## src/rtl/uart_wb_master_pkg.sv

```systemverilog
// Shared constants and state encodings for the UART-to-Wishbone debug bridge.
package uart_wb_master_pkg;

  localparam logic [7:0] CMD_WRITE = 8'h57;
  localparam logic [7:0] CMD_READ  = 8'h52;
  localparam logic [7:0] RSP_OK    = 8'h4B;
  localparam logic [7:0] RSP_ERR   = 8'h45;

  typedef enum logic [2:0] {
    ST_IDLE,
    ST_ADDR,
    ST_DATA,
    ST_BUS,
    ST_RESP
  } wb_state_t;

  typedef enum logic [1:0] {
    RX_IDLE,
    RX_START,
    RX_DATA,
    RX_STOP
  } rx_state_t;

endpackage

```

## src/rtl/uart_byte_phy.sv

```systemverilog
// 8N1 byte PHY: synchronized, half-bit-confirmed receiver and a single-byte transmitter.
module uart_byte_phy
  import uart_wb_master_pkg::*;
#(
  parameter int unsigned CLK_DIV = 104
) (
  input  logic       clk_i,
  input  logic       rst_i,
  input  logic       rx_i,
  output logic       tx_o,
  output logic [7:0] rx_data,
  output logic       rx_valid,
  input  logic       tx_start,
  input  logic [7:0] tx_data,
  output logic       tx_busy
);

  localparam logic [15:0] BIT_LAST  = 16'(CLK_DIV - 1);
  localparam logic [15:0] HALF_LAST = 16'(CLK_DIV / 2 - 1);

  logic        rx_s1_q, rx_s2_q, rx_prev_q;
  rx_state_t   rx_state_q;
  logic [15:0] rx_cnt_q;
  logic [2:0]  rx_bit_q;
  logic [7:0]  rx_sh_q;

  always_ff @(posedge clk_i) begin
    if (rst_i) begin
      rx_s1_q    <= 1'b1;
      rx_s2_q    <= 1'b1;
      rx_prev_q  <= 1'b1;
      rx_state_q <= RX_IDLE;
      rx_cnt_q   <= '0;
      rx_bit_q   <= '0;
      rx_sh_q    <= '0;
      rx_data    <= '0;
      rx_valid   <= 1'b0;
    end else begin
      rx_s1_q   <= rx_i;
      rx_s2_q   <= rx_s1_q;
      rx_prev_q <= rx_s2_q;
      rx_valid  <= 1'b0;
      case (rx_state_q)
        RX_IDLE: begin
          if (rx_prev_q && !rx_s2_q) begin
            rx_state_q <= RX_START;
            rx_cnt_q   <= HALF_LAST;
          end
        end
        RX_START: begin
          if (rx_cnt_q != '0) begin
            rx_cnt_q <= rx_cnt_q - 16'd1;
          end else if (rx_s2_q) begin
            rx_state_q <= RX_IDLE;
          end else begin
            rx_state_q <= RX_DATA;
            rx_cnt_q   <= BIT_LAST;
            rx_bit_q   <= '0;
          end
        end
        RX_DATA: begin
          if (rx_cnt_q != '0) begin
            rx_cnt_q <= rx_cnt_q - 16'd1;
          end else begin
            rx_sh_q  <= {rx_s2_q, rx_sh_q[7:1]};
            rx_cnt_q <= BIT_LAST;
            rx_bit_q <= rx_bit_q + 3'd1;
            if (rx_bit_q == 3'd7) rx_state_q <= RX_STOP;
          end
        end
        RX_STOP: begin
          if (rx_cnt_q != '0) begin
            rx_cnt_q <= rx_cnt_q - 16'd1;
          end else begin
            rx_state_q <= RX_IDLE;
            if (rx_s2_q) begin
              rx_data  <= rx_sh_q;
              rx_valid <= 1'b1;
            end
          end
        end
        default: rx_state_q <= RX_IDLE;
      endcase
    end
  end

  logic [15:0] tx_cnt_q;
  logic [3:0]  tx_bit_q;
  logic [8:0]  tx_sh_q;

  // tx_bit_q 0..8 walks data+stop; 9 marks the end of the stop bit
  always_ff @(posedge clk_i) begin
    if (rst_i) begin
      tx_o     <= 1'b1;
      tx_busy  <= 1'b0;
      tx_cnt_q <= '0;
      tx_bit_q <= '0;
      tx_sh_q  <= '1;
    end else if (!tx_busy) begin
      if (tx_start) begin
        tx_busy  <= 1'b1;
        tx_o     <= 1'b0;
        tx_sh_q  <= {1'b1, tx_data};
        tx_cnt_q <= BIT_LAST;
        tx_bit_q <= '0;
      end
    end else if (tx_cnt_q != '0) begin
      tx_cnt_q <= tx_cnt_q - 16'd1;
    end else begin
      tx_cnt_q <= BIT_LAST;
      if (tx_bit_q == 4'd9) begin
        tx_busy <= 1'b0;
        tx_o    <= 1'b1;
      end else begin
        tx_o     <= tx_sh_q[0];
        tx_sh_q  <= {1'b1, tx_sh_q[8:1]};
        tx_bit_q <= tx_bit_q + 4'd1;
      end
    end
  end

endmodule

```

## src/rtl/uart_wb_master.sv

```systemverilog
// UART command decoder driving single Wishbone classic cycles.
// Define WB_TIMEOUT_EN to abort unacknowledged cycles after TIMEOUT_CYC clocks.
module uart_wb_master
  import uart_wb_master_pkg::*;
#(
  parameter int unsigned CLK_DIV     = 104,
  parameter int unsigned TIMEOUT_CYC = 1024
) (
  input  logic        wb_clk_i,
  input  logic        wb_rst_i,
  input  logic        ser_rx,
  output logic        ser_tx,
  output logic [31:0] wb_adr_o,
  output logic [31:0] wb_dat_o,
  input  logic [31:0] wb_dat_i,
  output logic [3:0]  wb_sel_o,
  output logic        wb_we_o,
  output logic        wb_cyc_o,
  output logic        wb_stb_o,
  input  logic        wb_ack_i
);

  if (CLK_DIV < 8 || CLK_DIV > 65535 || TIMEOUT_CYC < 1) begin : g_param_check
    $error("uart_wb_master: CLK_DIV or TIMEOUT_CYC out of range");
  end

  logic [7:0]  rx_data;
  logic        rx_valid;
  logic        tx_busy;
  wb_state_t   state_q;
  logic [1:0]  cnt_q, last_q;
  logic        is_wr_q;
  logic [31:0] adr_q, dat_q, rsp_q;
  logic        cyc_q, stb_q, we_q, tx_start_q;

`ifdef WB_TIMEOUT_EN
  localparam logic [31:0] TO_LAST = 32'(TIMEOUT_CYC - 1);
  logic [31:0] to_cnt_q;
`endif

  uart_byte_phy #(.CLK_DIV(CLK_DIV)) u_phy (
    .clk_i    (wb_clk_i),
    .rst_i    (wb_rst_i),
    .rx_i     (ser_rx),
    .tx_o     (ser_tx),
    .rx_data  (rx_data),
    .rx_valid (rx_valid),
    .tx_start (tx_start_q),
    .tx_data  (rsp_q[31:24]),
    .tx_busy  (tx_busy)
  );

  assign wb_adr_o = adr_q;
  assign wb_dat_o = dat_q;
  assign wb_sel_o = 4'hF;
  assign wb_we_o  = we_q;
  assign wb_cyc_o = cyc_q;
  assign wb_stb_o = stb_q;

  // Response bytes are always taken from rsp_q[31:24]; rsp_q shifts left per byte
  always_ff @(posedge wb_clk_i) begin
    if (wb_rst_i) begin
      state_q    <= ST_IDLE;
      cnt_q      <= '0;
      last_q     <= '0;
      is_wr_q    <= 1'b0;
      adr_q      <= '0;
      dat_q      <= '0;
      rsp_q      <= '0;
      cyc_q      <= 1'b0;
      stb_q      <= 1'b0;
      we_q       <= 1'b0;
      tx_start_q <= 1'b0;
`ifdef WB_TIMEOUT_EN
      to_cnt_q   <= '0;
`endif
    end else begin
`ifdef WB_TIMEOUT_EN
      to_cnt_q <= '0;
`endif
      case (state_q)
        ST_IDLE: begin
          cnt_q <= '0;
          if (rx_valid && (rx_data == CMD_WRITE || rx_data == CMD_READ)) begin
            is_wr_q <= (rx_data == CMD_WRITE);
            state_q <= ST_ADDR;
          end
        end
        ST_ADDR: begin
          if (rx_valid) begin
            adr_q <= {adr_q[23:0], rx_data};
            cnt_q <= cnt_q + 2'd1;
            if (cnt_q == 2'd3) begin
              if (is_wr_q) begin
                state_q <= ST_DATA;
              end else begin
                state_q <= ST_BUS;
                cyc_q   <= 1'b1;
                stb_q   <= 1'b1;
                we_q    <= 1'b0;
              end
            end
          end
        end
        ST_DATA: begin
          if (rx_valid) begin
            dat_q <= {dat_q[23:0], rx_data};
            cnt_q <= cnt_q + 2'd1;
            if (cnt_q == 2'd3) begin
              state_q <= ST_BUS;
              cyc_q   <= 1'b1;
              stb_q   <= 1'b1;
              we_q    <= 1'b1;
            end
          end
        end
        ST_BUS: begin
`ifdef WB_TIMEOUT_EN
          to_cnt_q <= to_cnt_q + 32'd1;
`endif
          if (wb_ack_i) begin
            cyc_q      <= 1'b0;
            stb_q      <= 1'b0;
            we_q       <= 1'b0;
            state_q    <= ST_RESP;
            cnt_q      <= '0;
            tx_start_q <= 1'b1;
            rsp_q      <= is_wr_q ? {RSP_OK, 24'h0} : wb_dat_i;
            last_q     <= is_wr_q ? 2'd0 : 2'd3;
          end
`ifdef WB_TIMEOUT_EN
          else if (to_cnt_q == TO_LAST) begin
            cyc_q      <= 1'b0;
            stb_q      <= 1'b0;
            we_q       <= 1'b0;
            state_q    <= ST_RESP;
            cnt_q      <= '0;
            tx_start_q <= 1'b1;
            rsp_q      <= {RSP_ERR, 24'h0};
            last_q     <= 2'd0;
          end
`endif
        end
        ST_RESP: begin
          if (tx_start_q) begin
            tx_start_q <= 1'b0;
          end else if (!tx_busy) begin
            if (cnt_q == last_q) begin
              state_q <= ST_IDLE;
            end else begin
              cnt_q      <= cnt_q + 2'd1;
              rsp_q      <= {rsp_q[23:0], 8'h00};
              tx_start_q <= 1'b1;
            end
          end
        end
        default: state_q <= ST_IDLE;
      endcase
    end
  end

endmodule

```

## config.mk

```make
export PLATFORM = sky130hd
export DESIGN_NAME = uart_wb_master
export DESIGN_NICKNAME = d
export VERILOG_FILES = /design/src/rtl/uart_wb_master_pkg.sv /design/src/rtl/uart_byte_phy.sv /design/src/rtl/uart_wb_master.sv
export SDC_FILE = /design/constraint.sdc
export NUM_CORES = 1
export LEC_CHECK = 0
export CORE_ASPECT_RATIO = 0.9
export CORE_MARGIN = 5
export CORE_UTILIZATION = 45
export DETAILED_ROUTE_END_ITERATION = 6
export PLACE_DENSITY = 0.7
export SLEW_MARGIN = 20
export SYNTH_ARGS = -nofsm -noshare
export SYNTH_HDL_FRONTEND = slang
export SYNTH_HIERARCHICAL = 1
export SYNTH_SLANG_ARGS = --single-unit
```

## constraint.sdc

```tcl
create_clock -name wb_clk_i -period 1.81 [get_ports wb_clk_i]
set_clock_uncertainty 0.1 [all_clocks]
set_input_delay 0.362 -clock wb_clk_i [delete_from_list [all_inputs] [get_ports wb_clk_i]]
set_output_delay 0.362 -clock wb_clk_i [all_outputs]
set_load 0.01 [all_outputs]
```

==> metrics.txt, run 1 <==
First DRT Iteration DRCs=406; Mapped Cells=967; Residual DRC=0; core area=17600 um2; drt total wl=20.7 mm; worst min path class=primary input to flop; fin. max-slew vios=0; LEAKAGE=0.00484 uW; first-pass GRT wire length=33.6 mm; Avg Cell Area, Syn=8.31 um2; sequential share of the synthesized area=0.441; Tot GR Track Use=0.194; Hold Path End=u_phy/rx_cnt_q[7]; hold depth=3; die area=20600 um2; outcome=complete, but fails checks; clk sinks=177; hold_buf cts=0; crit path max fanout=8; largest net degree at the start of global routing=95; HPWL after DPL=13.6 mm; Max Clk Rate=495 MHz; actual slew at the worst max-slew pin=0.550 ns; Die Y=137 um; total grt overflow=0; Worst EP arrival=2.25 ns; Via density=5.33; Final min period=2.02 ns; peak supply drop=755 uV; Post-DP Area=10100 um2; final number of setup-violating endpoints=61; Rows=46; Finished Layout Cells=1408; Post-Route Utilization=0.655; hold_sp=wb_rst_i; Setup crit start=u_phy/rx_cnt_q[1]; DRT Pass-1 Iters=6; Clock Tree Root=clkbuf_16; failing checks=negative setup slack; Final Hold Viols=0; ANT nets after route=0; unrepaired setup endpoints after global routing=true; commonest non-fill, non-tap cell in the layout=nand2_1; Design Area, Final=11500 um2; Nets=1204; WL/cell=14.7 um; vias=7501; GP Congestion=0.838; share of layout cells above drive strength 1=0.269; r2r worst-path depth=8; # port buffers=103; worst skew pair latency=0.43 ns; Worst-path clk slew=0.07 ns; area share of the largest cell type after synthesis=0.441; Worst R2R Start=u_phy/rx_cnt_q[1]; worst reg2reg endpoint=u_phy/rx_cnt_q[11]; Overall Power=9200 uW; R2R setup slack=-0.21 ns; Top Ports=108; ys async rst share=0; CTS tree=built; vias in the first global route=7108; worst endpoint required time=2.04 ns; Clock Tree Buf Depth=2; Post-synth EDFFs=0; TritonCTS buffer count=17; Yosys cell types=74; Netlist Area Pre-Place=8040 um2; CP Class=flop to flop; die width=151 um; MaxCap Viol Count=0; fin crit share=1.12; Pwr Density=797 nW/um2; Layout area overhead=43.5%; top post-synthesis cells by area=dfxtp_1 (44%), nand2_1 (9.2%), a21oi_1 (7.7%); Critical Path Sink Type=flop; Rel. slew slack=0.633; Placed Cells=1354; post-synth top area cell=dfxtp_1; Initial Utilization=0.456; synthesis warning total=6; initial antenna violation count=0; #FFs+latches synth=177; commonest non-fill, non-tap cells in the layout=nand2_1 (175), dfxtp_1 (167), a21oi_1 (97); final setup margin=-0.208 ns; Top FF cell, synth=dfxtp_1; crit start category=flop; H-tree depth=4; setup TNS=-5.00 ns; # diodes=0
[registers in the layout, summed over array words and instances, names as in the netlist, 2 cells and up, named ones only]
register / count
rsp_q: 32
wb_adr_o: 32
wb_dat_o: 32
u_phy/rx_cnt_q: 16
u_phy/tx_cnt_q: 16
u_phy/rx_data: 8
u_phy/rx_sh_q: 8
u_phy/tx_sh_q: 8
u_phy/tx_bit_q: 4
state_q: 3
u_phy/rx_bit_q: 3
cnt_q: 2
[worst max-delay path, stage by stage (launching register included)]
cell      delay [ns]
dfxtp_2         0.33
inv_2           0.06
ha_4            0.13
nor4b_4         0.32
buf_4           0.19
and4_4          0.27
a21oi_4         0.11
buf_6           0.15
a311oi_1        0.27
[kinds of logic after synthesis]
kind of cell | after synthesis | share of synthesized area
compound gates | 254 | 0.191
xor+xnor | 4 | 0.00436
simple gates | 400 | 0.247
fa+ha+maj | 13 | 0.0202
mux | 36 | 0.0456
buf+inv | 82 | 0.0506
flops | 177 | 0.441
other cells | 1 | 0.000466
[how the worst max path moves through the flow]
stage                         endpoint  depth (start not counted)
CTS                 u_phy/rx_cnt_q[11]                          9
global placement              rsp_q[9]                          6
detailed placement            rsp_q[8]                          6
global route        u_phy/rx_cnt_q[11]                          8
floorplan           u_phy/tx_cnt_q[15]                          5
finish              u_phy/rx_cnt_q[11]                          8
[routing by layer]
metal  vias to the layer above  global-route usage  routed length [um]
met5                         -                   0                   0
met4                         0              0.0448                 201
met1                      3529               0.265                9590
met3                        19              0.0424                1080
li1                       3780                   -                   -
met2                       173               0.316                9870
[repair_timing]
item | 4_1_cts | 5_1_grt
gates resized for setup | 120 | 114
setup buffers | 14 | 11
setup endpoints to repair | 136 | 108
hold endpoints to repair | 0 | 0
pin swaps | 36 | 79
cloned | 2 | 1
[final cells by class]
cell class              instances  area (um2)
clock inverters                15         163
inverters                      15        56.3
well taps                     240         300
repair buffers                232        2270
fillers                      1421        6080
flip-flops and latches        177        3560
multi-input cells             712        4760
clock buffers                  17         425
[power by group]
part           switching [uW]  internal [uW]  leakage, uW
Clock                    1750           1850     0.000285
Sequential               34.1           3930      0.00143
Combinational             795            832      0.00312
[synth_stat cells, drive strengths merged, types with 5 or more instances]
library cell and count:
a211oi 6, a21o 8, a21oi 125, a22o 11, a311oi 5, a31oi 10
and3 5, buf 22, clkbuf 45, dfxtp 177, ha 13, inv 15
mux2i 34, nand2 197, nand2b 12, nand3 16, nand4 5, nor2 39
nor2b 23, nor3 31, nor4 14, o211ai 11, o21ai 47, o31ai 5
or3 31
[stage by stage]
stage	hold slack (ns)	setup slack (ns)
4_1_cts	0.263	-0.117
3_3_place_gp	0.295	-0.273
5_1_grt	0.285	-0.271
2_1_floorplan	0.289	-0.119
3_5_place_dp	0.301	-0.335
6_report	0.291	-0.208
No activity file was read; power rests on OpenSTA's default activity.
==> run 2, diff against run 1 <==
CORE_ASPECT_RATIO = 1.5   (was 0.9)
==> metrics.txt, run 2 (synthesis results as in run 1) <==
Final min period=1.95 ns (was 2.02 ns); metal2 WL=12.1 mm (was 9.87 mm); Residual DRC=0 (unchanged); Via density=5.56 (was 5.33); worst reg2reg endpoint=u_phy/rx_data[0] (was u_phy/rx_cnt_q[11]); Initial Utilization=0.452 (was 0.456); ANT nets after route=0 (unchanged); P_int=6730 uW (was 6620 uW); share of layout cells above drive strength 1=0.281 (was 0.269); DRT Pass-1 Iters=5 (was 6); r2r worst-path depth=9 (was 8); core area=17800 um2 (was 17600 um2); Switching Fraction=0.278 (was 0.281); die width=119 um (was 151 um); R2R setup slack=-0.14 ns (was -0.21 ns); Die Y=174 um (was 137 um); commonest non-fill, non-tap cells in the layout=nand2_1 (182), dfxtp_1 (164), a21oi_1 (100) (was nand2_1 (175), dfxtp_1 (167), a21oi_1 (97)); fin crit share=1.08 (was 1.12); worst skew pair latency=0.43 ns (about the same); Comb pwr share=0.177 (about the same); Final Hold Viols=0 (unchanged); First DRT Iteration DRCs=550 (was 406); Critical Path Sink Type=flop (unchanged); unrepaired setup endpoints after global routing=true (unchanged); die area=20700 um2 (was 20600 um2); post-placement worst setup slack=-0.341 ns (was -0.335 ns); crit start category=flop (unchanged); crit path max fanout=8 (unchanged); DR WL met3=731 um (was 1.08 mm); hold_sp=wb_rst_i (unchanged); TritonCTS buffer count=17 (unchanged); Placed Cells=1337 (was 1354); drt total wl=22.3 mm (was 20.7 mm); cell mode on critical path=buf_6; worst min path class=primary input to flop (unchanged); Tot GR Track Use=0.199 (was 0.194); Worst-path clk slew=0.07 ns (about the same); met1 wire length=8.72 mm (was 9.59 mm); GP Congestion=0.872 (was 0.838); first-pass GRT wire length=34.5 mm (was 33.6 mm); Top Ports=108 (unchanged); total grt overflow=0 (unchanged); Overall Power=9330 uW (was 9200 uW); hold depth=3 (unchanged); CP cell instances=inv_2 -> ha_4 -> nor4b_4 -> and4_1 -> buf_6 -> buf_6 -> and3_4 -> nand2_2 -> a21oi_2 (was inv_2 -> ha_4 -> nor4b_4 -> buf_4 -> and4_4 -> a21oi_4 -> buf_6 -> a311oi_1); CP Class=flop to flop (unchanged); vias in the first global route=7311 (was 7108); Pwr Density=804 nW/um2 (was 797 nW/um2); Worst R2R Start=u_phy/rx_cnt_q[1] (unchanged); outcome=complete, but fails checks (unchanged); Worst EP arrival=2.21 ns (was 2.25 ns); # port buffers=103 (unchanged); WL/cell=16.1 um (was 14.7 um); Nets=1207 (was 1204); Clk pwr share=0.398 (was 0.392); final number of setup-violating endpoints=50 (was 61); Hold Path End=u_phy/rx_cnt_q[8] (was u_phy/rx_cnt_q[7]); Largest delay share family, worst path=simple AND/OR/NAND/NOR gates (unchanged); commonest non-fill, non-tap cell in the layout=nand2_1 (unchanged); failing checks=negative setup slack (unchanged); Clock Tree Root=clkbuf_16 (unchanged); fin. max-slew vios=0 (unchanged); setup TNS=-3.77 ns (was -5.00 ns); Finished Layout Cells=1388 (was 1408); CP max-delay cell=dfxtp_2 (unchanged); Rows=60 (was 46); final setup margin=-0.141 ns (was -0.208 ns); LEAKAGE=0.00492 uW (was 0.00484 uW); initial antenna violation count=0 (unchanged); Clock Tree Buf Depth=2 (unchanged); clk sinks=177 (unchanged); worst endpoint required time=2.07 ns (was 2.04 ns); Layout area overhead=44.4% (was 43.5%); peak supply drop=565 uV (was 755 uV); Top Metal Used=met4 (unchanged); CTS tree=built (unchanged); Fin Hold WS=0.322 ns (was 0.291 ns); critical path's largest stage delay=0.32 ns (was 0.33 ns); HPWL after DPL=14.6 mm (was 13.6 mm); Seq pwr share=0.425 (was 0.431); # diodes=0 (unchanged); largest net degree at the start of global routing=63 (was 95); H-tree depth=4 (unchanged); vias=7722 (was 7501); CP bufs+invs=3 (unchanged); Psw=2600 uW (was 2580 uW); Max Clk Rate=512 MHz (was 495 MHz); MaxCap Viol Count=0 (unchanged)
run 2: cell types whose count changed in the layout (fill, tap and decap cells not counted), moves of 5 or more:
cell | before | now
dlygate4sd2_1 | 46 | 35
buf_6 | 20 | 28
nand2_1 | 175 | 182
clkdlybuf4s50_1 | 40 | 46
dlymetal6s2s_1 | 16 | 21
nand2_2 | 18 | 13
o21ai_1 | 10 | 5
run 2: layer usage:
layer	vias to the layer above	global-route usage
li1	3783	-
met1	3677	0.217
met2	196	0.372
met3	66	0.0353
met4	0	0.0870
met5	-	0
run 2: power groups by stage:
| stage | clock network [uW] | logic [uW] | registers (uW) |
|---|---|---|---|
| 6_report | 3720 | 1650 | 3960 |
| 4_1_cts | 3790 | 1430 | 3960 |
| 3_5_place_dp | 0 | 1160 | 4050 |
| 5_1_grt | 3970 | 1760 | 3960 |
| 2_1_floorplan | 0 | 668 | 4050 |
| 3_3_place_gp | 0 | 1150 | 4050 |
run 2: cell type report:
class                   count  area (um2)
clock buffers              18         439
inverters                  15        56.3
clock inverters            14         163
well taps                 217         272
fillers                  1460        6190
repair buffers            234        2300
multi-input cells         713        4810
flip-flops and latches    177        3560
run 2: worst reg2reg max path: cells and delay by family, from the launching register on:
family / cells / cell delay (ns)
and+or+nand+nor: 4 / 0.88
buffers and inverters: 3 / 0.33
DFF: 1 / 0.32
adders and majority gates: 1 / 0.13
AOI/OAI and AO/OA: 1 / 0.12
run 2: how the worst max path moves through the flow:
stage                             startpoint            endpoint  slack, ns  depth (start not counted)
after floorplan           u_phy/tx_cnt_q[11]  u_phy/tx_cnt_q[15]      -0.12                          5
after global placement              wb_ack_i           rsp_q[28]      -0.31                          6
after detailed placement            wb_ack_i            rsp_q[8]      -0.34                          6
after CTS                  u_phy/rx_cnt_q[1]   u_phy/rx_bit_q[0]       -0.1                          9
after global routing       u_phy/rx_cnt_q[1]                flop      -0.26                          8
final                      u_phy/rx_cnt_q[1]    u_phy/rx_data[0]      -0.14                          9
run 2: stage by stage:
step / utilization / cell area, um2
2_1_floorplan: - / 8190
3_3_place_gp: 0.567 / 10100
3_5_place_dp: 0.567 / 10100
4_1_cts: 0.616 / 11000
5_1_grt: 0.652 / 11600
6_report: 0.652 / 11600
run 2: what timing repair did:
item	in CTS	in global routing
gates resized for setup	99	138
hold buffers	0	0
setup endpoints to repair	118	110
buffers inserted	7	11
cloned	2	2
pin swaps	25	63
